### config.mk
export PLATFORM = sky130hd
export DESIGN_NAME = ifmap_loader
export DESIGN_NICKNAME = d
export VERILOG_FILES = /design/src/rtl/ifmap_loader.sv
export SDC_FILE = /design/constraint.sdc
export NUM_CORES = 1
export LEC_CHECK = 0
export ABC_AREA = 1
export ABC_CLOCK_PERIOD_IN_PS = 2300
export BUFFER_PORTS_ARGS = -buffer_cell sky130_fd_sc_hd__buf_2
export CORE_MARGIN = 2
export CORE_UTILIZATION = 56
export DETAILED_ROUTE_END_ITERATION = 7
export GPL_ROUTABILITY_DRIVEN = 0
export MAX_ROUTING_LAYER = met4
export PLACE_DENSITY = 0.8
export SLEW_MARGIN = 20
export SYNTH_ARGS = -nofsm -noshare
export SYNTH_HDL_FRONTEND = slang
export SYNTH_SLANG_ARGS = --single-unit
### constraint.sdc
create_clock -name clk -period 2.3 [get_ports clk]
set_input_delay 0.23 -clock clk [delete_from_list [all_inputs] [get_ports clk]]
set_output_delay 0.23 -clock clk [all_outputs]
set_load 0.02 [all_outputs]
### src/rtl/ifmap_loader.sv
// Streams ifmap words into a shift-register scratchpad and slides a
// cfg_depth-word window along the row, cfg_stride words per slide.
module ifmap_loader #(
  parameter int DATA_WIDTH = 16,
  parameter int MEM_DEPTH  = 12,
  parameter int ADDR_WIDTH = $clog2(MEM_DEPTH)
) (
  input  logic                  clk,
  input  logic                  reset,
  input  logic                  start,
  input  logic [ADDR_WIDTH-1:0] cfg_depth,
  input  logic [ADDR_WIDTH-1:0] cfg_stride,
  input  logic [7:0]            cfg_num_windows,
  input  logic                  in_valid,
  output logic                  in_ready,
  input  logic [DATA_WIDTH-1:0] in_data,
  output logic                  spad_w_en,
  output logic                  spad_shift,
  output logic [DATA_WIDTH-1:0] spad_din,
  output logic                  win_ready,
  input  logic                  win_done,
  output logic                  busy,
  output logic                  done,
  output logic                  cfg_err
);

  typedef enum logic [2:0] {
    IDLE   = 3'd0,
    FILL   = 3'd1,
    SETTLE = 3'd2,
    READY  = 3'd3,
    SHIFT  = 3'd4,
    REFILL = 3'd5,
    DRAIN  = 3'd6
  } state_t;

  localparam logic [ADDR_WIDTH-1:0] LP_ONE       = {{(ADDR_WIDTH-1){1'b0}}, 1'b1};
  localparam logic [31:0]           LP_MEM_DEPTH = 32'(MEM_DEPTH);

  state_t                r_state;
  logic [ADDR_WIDTH-1:0] r_depth;
  logic [ADDR_WIDTH-1:0] r_stride;
  logic [7:0]            r_nwin;
  logic [7:0]            r_win_cnt;
  logic [ADDR_WIDTH-1:0] r_load_cnt;
  logic [ADDR_WIDTH-1:0] r_shift_cnt;
  logic                  r_w_en;
  logic [DATA_WIDTH-1:0] r_din;
  logic                  r_shift;
  logic                  r_win_ready;
  logic                  r_busy;
  logic                  r_done;
  logic                  r_cfg_err;

  logic                  w_cfg_bad;
  logic                  w_loading;
  logic                  w_accept;
  logic                  w_last_beat;
  logic                  w_shift_last;
  logic [ADDR_WIDTH-1:0] w_load_target;
  logic [ADDR_WIDTH-1:0] w_shift_len;

  assign w_cfg_bad = (cfg_depth == {ADDR_WIDTH{1'b0}}) ||
                     (cfg_stride == {ADDR_WIDTH{1'b0}}) ||
                     (cfg_stride > cfg_depth) ||
                     (32'(cfg_depth) > LP_MEM_DEPTH) ||
                     (cfg_num_windows == 8'd0);

  // FILL loads a whole window, REFILL only the words freed by the last slide
  assign w_load_target = (r_state == REFILL) ? r_stride : r_depth;
  assign w_loading     = (r_state == FILL) || (r_state == REFILL);
  assign in_ready      = w_loading && (r_load_cnt != w_load_target);
  assign w_accept      = in_valid && in_ready;
  assign w_last_beat   = ((r_load_cnt + LP_ONE) == w_load_target);

  assign w_shift_len   = (r_state == DRAIN) ? r_depth : r_stride;
  assign w_shift_last  = (r_shift_cnt == (w_shift_len - LP_ONE));

  assign spad_w_en  = r_w_en;
  assign spad_din   = r_din;
  assign spad_shift = r_shift;
  assign win_ready  = r_win_ready;
  assign busy       = r_busy;
  assign done       = r_done;
  assign cfg_err    = r_cfg_err;

  // Control FSM with registered outputs; each output flag changes on the transition edge
  always_ff @(posedge clk or negedge reset) begin
    if (!reset) begin
      r_state     <= IDLE;
      r_depth     <= {ADDR_WIDTH{1'b0}};
      r_stride    <= {ADDR_WIDTH{1'b0}};
      r_nwin      <= 8'd0;
      r_win_cnt   <= 8'd0;
      r_load_cnt  <= {ADDR_WIDTH{1'b0}};
      r_shift_cnt <= {ADDR_WIDTH{1'b0}};
      r_w_en      <= 1'b0;
      r_din       <= {DATA_WIDTH{1'b0}};
      r_shift     <= 1'b0;
      r_win_ready <= 1'b0;
      r_busy      <= 1'b0;
      r_done      <= 1'b0;
      r_cfg_err   <= 1'b0;
    end else begin
      r_w_en    <= w_accept;
      r_done    <= 1'b0;
      r_cfg_err <= 1'b0;
      if (w_accept) begin
        r_din <= in_data;
      end
      case (r_state)
        IDLE: begin
          if (start) begin
            if (w_cfg_bad) begin
              r_cfg_err <= 1'b1;
            end else begin
              r_depth    <= cfg_depth;
              r_stride   <= cfg_stride;
              r_nwin     <= cfg_num_windows;
              r_win_cnt  <= 8'd0;
              r_load_cnt <= {ADDR_WIDTH{1'b0}};
              r_busy     <= 1'b1;
              r_state    <= FILL;
            end
          end
        end
        FILL, REFILL: begin
          if (w_accept) begin
            if (w_last_beat) begin
              r_load_cnt <= {ADDR_WIDTH{1'b0}};
              r_state    <= SETTLE;
            end else begin
              r_load_cnt <= r_load_cnt + LP_ONE;
            end
          end
        end
        SETTLE: begin
          r_win_ready <= 1'b1;
          r_state     <= READY;
        end
        READY: begin
          if (win_done) begin
            r_win_ready <= 1'b0;
            r_shift     <= 1'b1;
            r_shift_cnt <= {ADDR_WIDTH{1'b0}};
            r_state     <= (r_win_cnt == (r_nwin - 8'd1)) ? DRAIN : SHIFT;
          end
        end
        SHIFT: begin
          if (w_shift_last) begin
            r_shift    <= 1'b0;
            r_win_cnt  <= r_win_cnt + 8'd1;
            r_load_cnt <= {ADDR_WIDTH{1'b0}};
            r_state    <= REFILL;
          end else begin
            r_shift_cnt <= r_shift_cnt + LP_ONE;
          end
        end
        DRAIN: begin
          if (w_shift_last) begin
            r_shift <= 1'b0;
            r_busy  <= 1'b0;
            r_done  <= 1'b1;
            r_state <= IDLE;
          end else begin
            r_shift_cnt <= r_shift_cnt + LP_ONE;
          end
        end
        default: begin
          r_state <= IDLE;
        end
      endcase
    end
  end

endmodule
# Word level (Yosys, flattened, before mapping)
# Cells that the tools add are included.
[op_classes]
muxes = 37
bitwise_logic = 1
n_addsub = 5
reduce_logical = 26
n_lt_le_gt_ge = 2
eq_ne = 19
[ops]
columns = ["cell", "count"]
rows = [
  ["4-bit two-way mux", 9],
  ["8-bit two-way mux", 3],
  ["3-bit two-way mux", 7],
  ["3-bit case mux with 6 select lines", 1],
  ["2-bit != test (second input constant)", 8],
  ["8-bit case mux with 2 select lines", 1],
  ["4-bit case mux with 3 select lines", 1],
  ["1-bit two-way mux", 10],
  ["3-bit == test (second input constant)", 3],
  ["3-bit AND reduction", 3],
  ["4-bit by 1-bit adder with 4-bit output (second input constant)", 2],
  ["8-bit by 1-bit adder with 8-bit output (second input constant)", 1],
  ["4-bit == test", 2],
  ["8-bit == test", 1],
  ["4-bit logical NOT", 2],
  ["8-bit logical NOT", 1],
  ["4-bit case mux with 2 select lines", 1],
  ["4-bit AND reduction", 2],
  ["2-bit nonzero test", 4],
  ["8-bit by 1-bit subtractor with 8-bit output (second input constant)", 1],
  ["7-bit AND reduction", 1],
  ["3-bit by 2-bit == test with 1-bit output (second input constant)", 2],
  ["1-bit case mux with 2 select lines", 3],
  ["1-bit logical OR", 5],
  ["other kinds (14)", 16],
]
[word_totals]
out_inout_bits = 23
ff_bits = 57

# Depth between registers and ports, before layout
[logic_depth]
word_depth = 8
ltp_mapped = 16
mapped_depth_nobuf = 16

# Worst setup path before layout
# Ideal clock, no wire load.
[synth_path]
path_kind = "register to register"
startpoint = "register r_state[2]"
endpoint = "register r_load_cnt[0]"
t_required_ns = 2.183
arrival_time_ns = 1.985
synth_period_minus_slack_ns = 2.102
setup_slack_ns = 0.198
stages_incl_launch_ff = 17
setup_time_ns = 0.117
path_cell_list = "dfrtp_1 -> buf_4 -> nand3_2 -> nand2_1 -> nand2_1 -> inv_1 -> ha_1 -> xnor2_1 -> inv_1 -> nand2_1 -> nand2_1 -> nor2_1 -> nand3_2 -> nand2_2 -> nand4_2 -> nand2_1 -> nand2_1"
[synth_via]
elab_chain_cells = 7
[synth_lines]
columns = ["element", "line", "source"]
rows = [
  ["start, declared", "40", "state_t r_state;"],
  ["start signal, assigned", "146", "r_state <= (r_win_cnt == (r_nwin - 8'd1)) ? DRAIN : SHIFT;"],
  ["branches (longest 7 deep; another with 4-bit by 1-bit subtractor with 4-bit output)", "n/a", ""],
  ["end signal, assigned", "95", "r_load_cnt <= {ADDR_WIDTH{1'b0}};"],
  ["end signal, assigned", "121", "r_load_cnt <= {ADDR_WIDTH{1'b0}};"],
  ["end signal, assigned", "130", "r_load_cnt <= {ADDR_WIDTH{1'b0}};"],
  ["end, declared", "45", "logic [ADDR_WIDTH-1:0] r_load_cnt;"],
]
# Parallel ways; which one is timed is not known. The select of a mux whose other input is x is not followed.
# A chain may end at the register's enable or synchronous reset.

# Final worst setup path
[layout_path]
startpoint = "register r_state[0]"
endpoint = "register r_shift_cnt[0]"
[layout_via]
elab_chain_cells = 6
[layout_lines]
columns = ["element", "line", "source"]
rows = [
  ["3-bit == test", "76, 111", ""],
  ["4-bit two-way mux", "76", "assign w_shift_len = (r_state == DRAIN) ? r_depth : r_stride;"],
  ["4-bit by 1-bit subtractor with 4-bit output", "77", "assign w_shift_last = (r_shift_cnt == (w_shift_len - LP_ONE));"],
  ["4-bit == test", "77", ""],
  ["2-bit != test (no line)", "n/a", ""],
  ["3-bit AND reduction (no line)", "n/a", ""],
  ["end signal, assigned", "96", "r_shift_cnt <= {ADDR_WIDTH{1'b0}};"],
  ["end signal, assigned", "145", "r_shift_cnt <= {ADDR_WIDTH{1'b0}};"],
  ["end signal, assigned", "156", "r_shift_cnt <= r_shift_cnt + LP_ONE;"],
  ["end, declared", "46", "logic [ADDR_WIDTH-1:0] r_shift_cnt;"],
]
# Parallel ways exist; a longest one is shown, timed or not.

==> metrics.md <==
| Metric | Value |
|---|---|
| Dominant synthesized flop cell | `dfrtp_1` |
| Internal power | `3017 uW` |
| Psw | `2453 uW` |
| # IOs | `60` |
| Clock Skew | `0.007647 ns` |
| Sum Neg Setup Slack | `0 ns` |
| Async SR Flop Fraction | `100.0%` |
| CTS root buf | `clkbuf_8` |
| Crit. End Element | `register` |
| Remaining DRCs | `0` |
| Final hold viol count | `0` |
| Seq/Total Area, Yosys | `41.47%` |
| Post-synthesis cell area | `3440 um^2` |
| Clock share of power | `20.3%` |
| PD cells | `1302 nW/um^2` |
| Most frequent cell after synthesis | `nand2_1` |
| Logic gate share of total power | `48.9%` |
| Initial cell density of the core | `58.09%` |
| Yosys reg bits | `57` |
| Fin. max-slew vios | `0` |
| Commonest cells post-synth | `173 x nand2_1, 58 x inv_1, 57 x dfrtp_1` |
| Clock Tree Buf Depth | `2` |
| Gr usage total | `27.14%` |
| DRT antenna net count | `0` |
| Die Span X | `82.37 um` |
| Area Overhead vs Synth | `22.12%` |
| Htree depth | `3` |
| Global-route wire length before repair | `13.50 mm` |
| Critical path buffer and inverter count | `4` |
| Final Cell Area | `4200 um^2` |
| Max FO, Critical Path | `7` |
| Final setup violation count | `0` |
| CP Class | `register to register` |
| Area contributors post-synth | `dfrtp_1 41%, nand2_1 19%, nand3_1 7.0%` |
| Clock transition at path regs | `0.07 ns` |
| Final Cycle Share | `97.37%` |
| # Max-Cap Violations | `0` |
| Initial DRC count | `232` |
| Avg WL per Cell | `13.14 um` |
| Fmax | `446.5 MHz` |
| Rel. slew slack | `52.52%` |
| Global route overflow | `0` |
| Placed cell area | `3880 um^2` |
| Core ar. | `5921 um^2` |
| Vias | `3334` |
| Mapped Cells | `478` |
| Antenna violations before repair | `0` |
| Worst EP arrival | `2.51 ns` |
| Number of global-route vias before repair | `3027` |
| TritonCTS Buffers | `9` |
| Hpwl dp | `5.925 mm` |
| Filler Cells Inserted | `473` |
| Clk_lat worst skew | `0.35 ns` |
| Via density per instance | `5.242` |
| Post-synth top area cell | `dfrtp_1` |
| CTS tree | `done` |
| Cell Chain, Critical Path | `inv_2 > nand4_1 > nand2_2 > inv_2 > ha_4 > xor2_1 > nand3_1 > nor2_2 > nand3_4 > nand2_4 > buf_4 > buf_4 > nand3_1 > o21ai_0` |
| Switch share | `44.85%` |
| Layout cell share with drive strength beyond 1 | `21.39%` |
| CTS Hold Bufs | `0` |
| Syn Area/Cell | `7.196 um^2` |
| Post-Route WL | `8.360 mm` |
| Pin count of the biggest net entering global routing | `58` |
| Hold Path Class | `primary input to async pin` |
| Pleak | `0.002315 uW` |
| Synth top area share | `41.47%` |
| CTS sink cnt | `57` |
| Design Power | `5470 uW` |
| Worst path top cell family by delay | `simple AND/OR/NAND/NOR gates` |
| IO Port Bufs | `59` |
| Peak VDD IR | `772.5 uV` |
| Final net count | `602` |
| Slowest cell on the critical path | `dfrtp_1` |
| Required time worst endpoint | `2.57 ns` |
| Drt pass-1 iters | `5` |
| Crit path launch type | `register` |
| Total number of yosys warnings | `0` |
| Distinct cells, synth | `29` |
| Die area | `6785 um^2` |
| CP peak stage delay | `0.42 ns` |
| Chip height | `82.37 um` |
| Flop pwr share | `30.7%` |
| FP Rows | `28` |
| Tmin final | `2.239 ns` |
| Tightest Pin Transition | `0.7122 ns` |
| Net Count, Synth | `524` |
| Number of synthesized flops with an enable pin | `0` |
| ANT cells | `0` |
| Status | `finished, final reports clean` |
==> worst paths after layout <==
path,start,end,slack (ns),depth (start not counted)
max in group asynchronous,reset,r_state[2],1.77,2
min in group clk,in_data[4],spad_din[4],0.07,3
worst min register to register,win_ready,win_ready,0.48,2
worst max-delay path,r_state[0],r_shift_cnt[0],0.06,14
worst max register to register,r_state[0],r_shift_cnt[0],0.06,14
worst min-delay path,reset,r_shift_cnt[2],0.01,2
==> cells by family (layout without fill, tap and decap cells) <==
group                    count (synthesis)  count (layout)  share of synthesized area (%)
buffers and inverters                   72             155                          8.549
adder cells (fa/ha/maj)                  9               9                          3.274
AO/OA/AOI/OAI                           30              30                          4.511
AND/OR/NAND/NOR                        293             293                          37.87
flip-flops                              57              57                          41.47
XOR/XNOR                                17              17                          4.329
==> stage by stage <==
stage / setup slack (ns) / util [%] / hold slack, ns / instances
4_1_cts: 0.02082 / 69.55 / 0.04321 / 633
6_report: 0.06059 / 70.94 / 0.01025 / 636
3_3_place_gp: 0.1346 / 65.53 / 0.4042 / 617
2_1_floorplan: 0.1980 / - / -0.06559 / 478
3_5_place_dp: 0.02994 / 65.53 / 0.4164 / 617
5_1_grt: -0.06593 / 70.94 / 0.07541 / 636
==> area by class of cell <==
class,count,area (um^2),share of cell area (%)
Timing Repair Buffer,77,430.4,10.25
Multi-Input combinational cell,349,1784,42.48
Clock buffer,11,151.4,3.604
Tap cell,75,93.84,2.234
Sequential cell,57,1428,33.99
Inverter,62,235.2,5.600
Clock inverter,5,77.57,1.847
==> layout by cell type (no fill, tap or decap) <==
cell type     n
a21oi_1       3
a21oi_2       1
and2_1        1
buf_2        59
buf_4        18
bufinv_16     2
clkbuf_8     11
clkinv_2      2
clkinvlp_4    1
dfrtp_1      56
dfrtp_2       1
ha_1          8
ha_4          1
inv_1        57
inv_2         4
inv_4         1
nand2_1     169
nand2_2       5
nand2_4       1
nand3_1      48
nand3_2       2
nand3_4       3
nand3b_1      3
nand4_1      19
nand4_4       1
nor2_1       32
nor2_2        3
nor2_8        1
nor3_1        4
o21ai_0      21
o21ai_1       3
o21ai_2       1
o22ai_1       1
or2_2         1
xnor2_1       4
xnor2_2       1
xor2_1       12
==> registers in the layout, indices dropped and copies added, names as in the netlist, 3 cells and up <==
name	cells
r_load_cnt	4
spad_din	16
r_nwin	8
r_shift_cnt	4
r_win_cnt	8
r_state	3
r_stride	4
r_depth	4
==> metal layers <==
| layer | routed length [um] | vias to the layer above | global-route usage [%] |
|---|---|---|---|
| met5 | 0 | - | - |
| met4 | 150 | 0 | 10.67 |
| met3 | 407 | 14 | 6.196 |
| met2 | 4141 | 99 | 43.23 |
| met1 | 3659 | 1536 | 33.61 |
| li1 | - | 1685 | - |
==> power by group through the flow <==
stage               combinational (uW)  clock (uW)  sequential, uW
finish                            2680        1110            1680
global route                      3020        1150            1730
CTS                               2520        1120            1670
detailed placement                2480           0            1680
global placement                  2400           0            1660
floorplan                         1620           0            1810
==> timing repair <==
action	4_1_cts	5_1_grt
buffers inserted	0	3
pin swaps	0	4
gates resized for setup	2	14
setup endpoints to repair	4	25
Power figures use the tool's default switching activity.
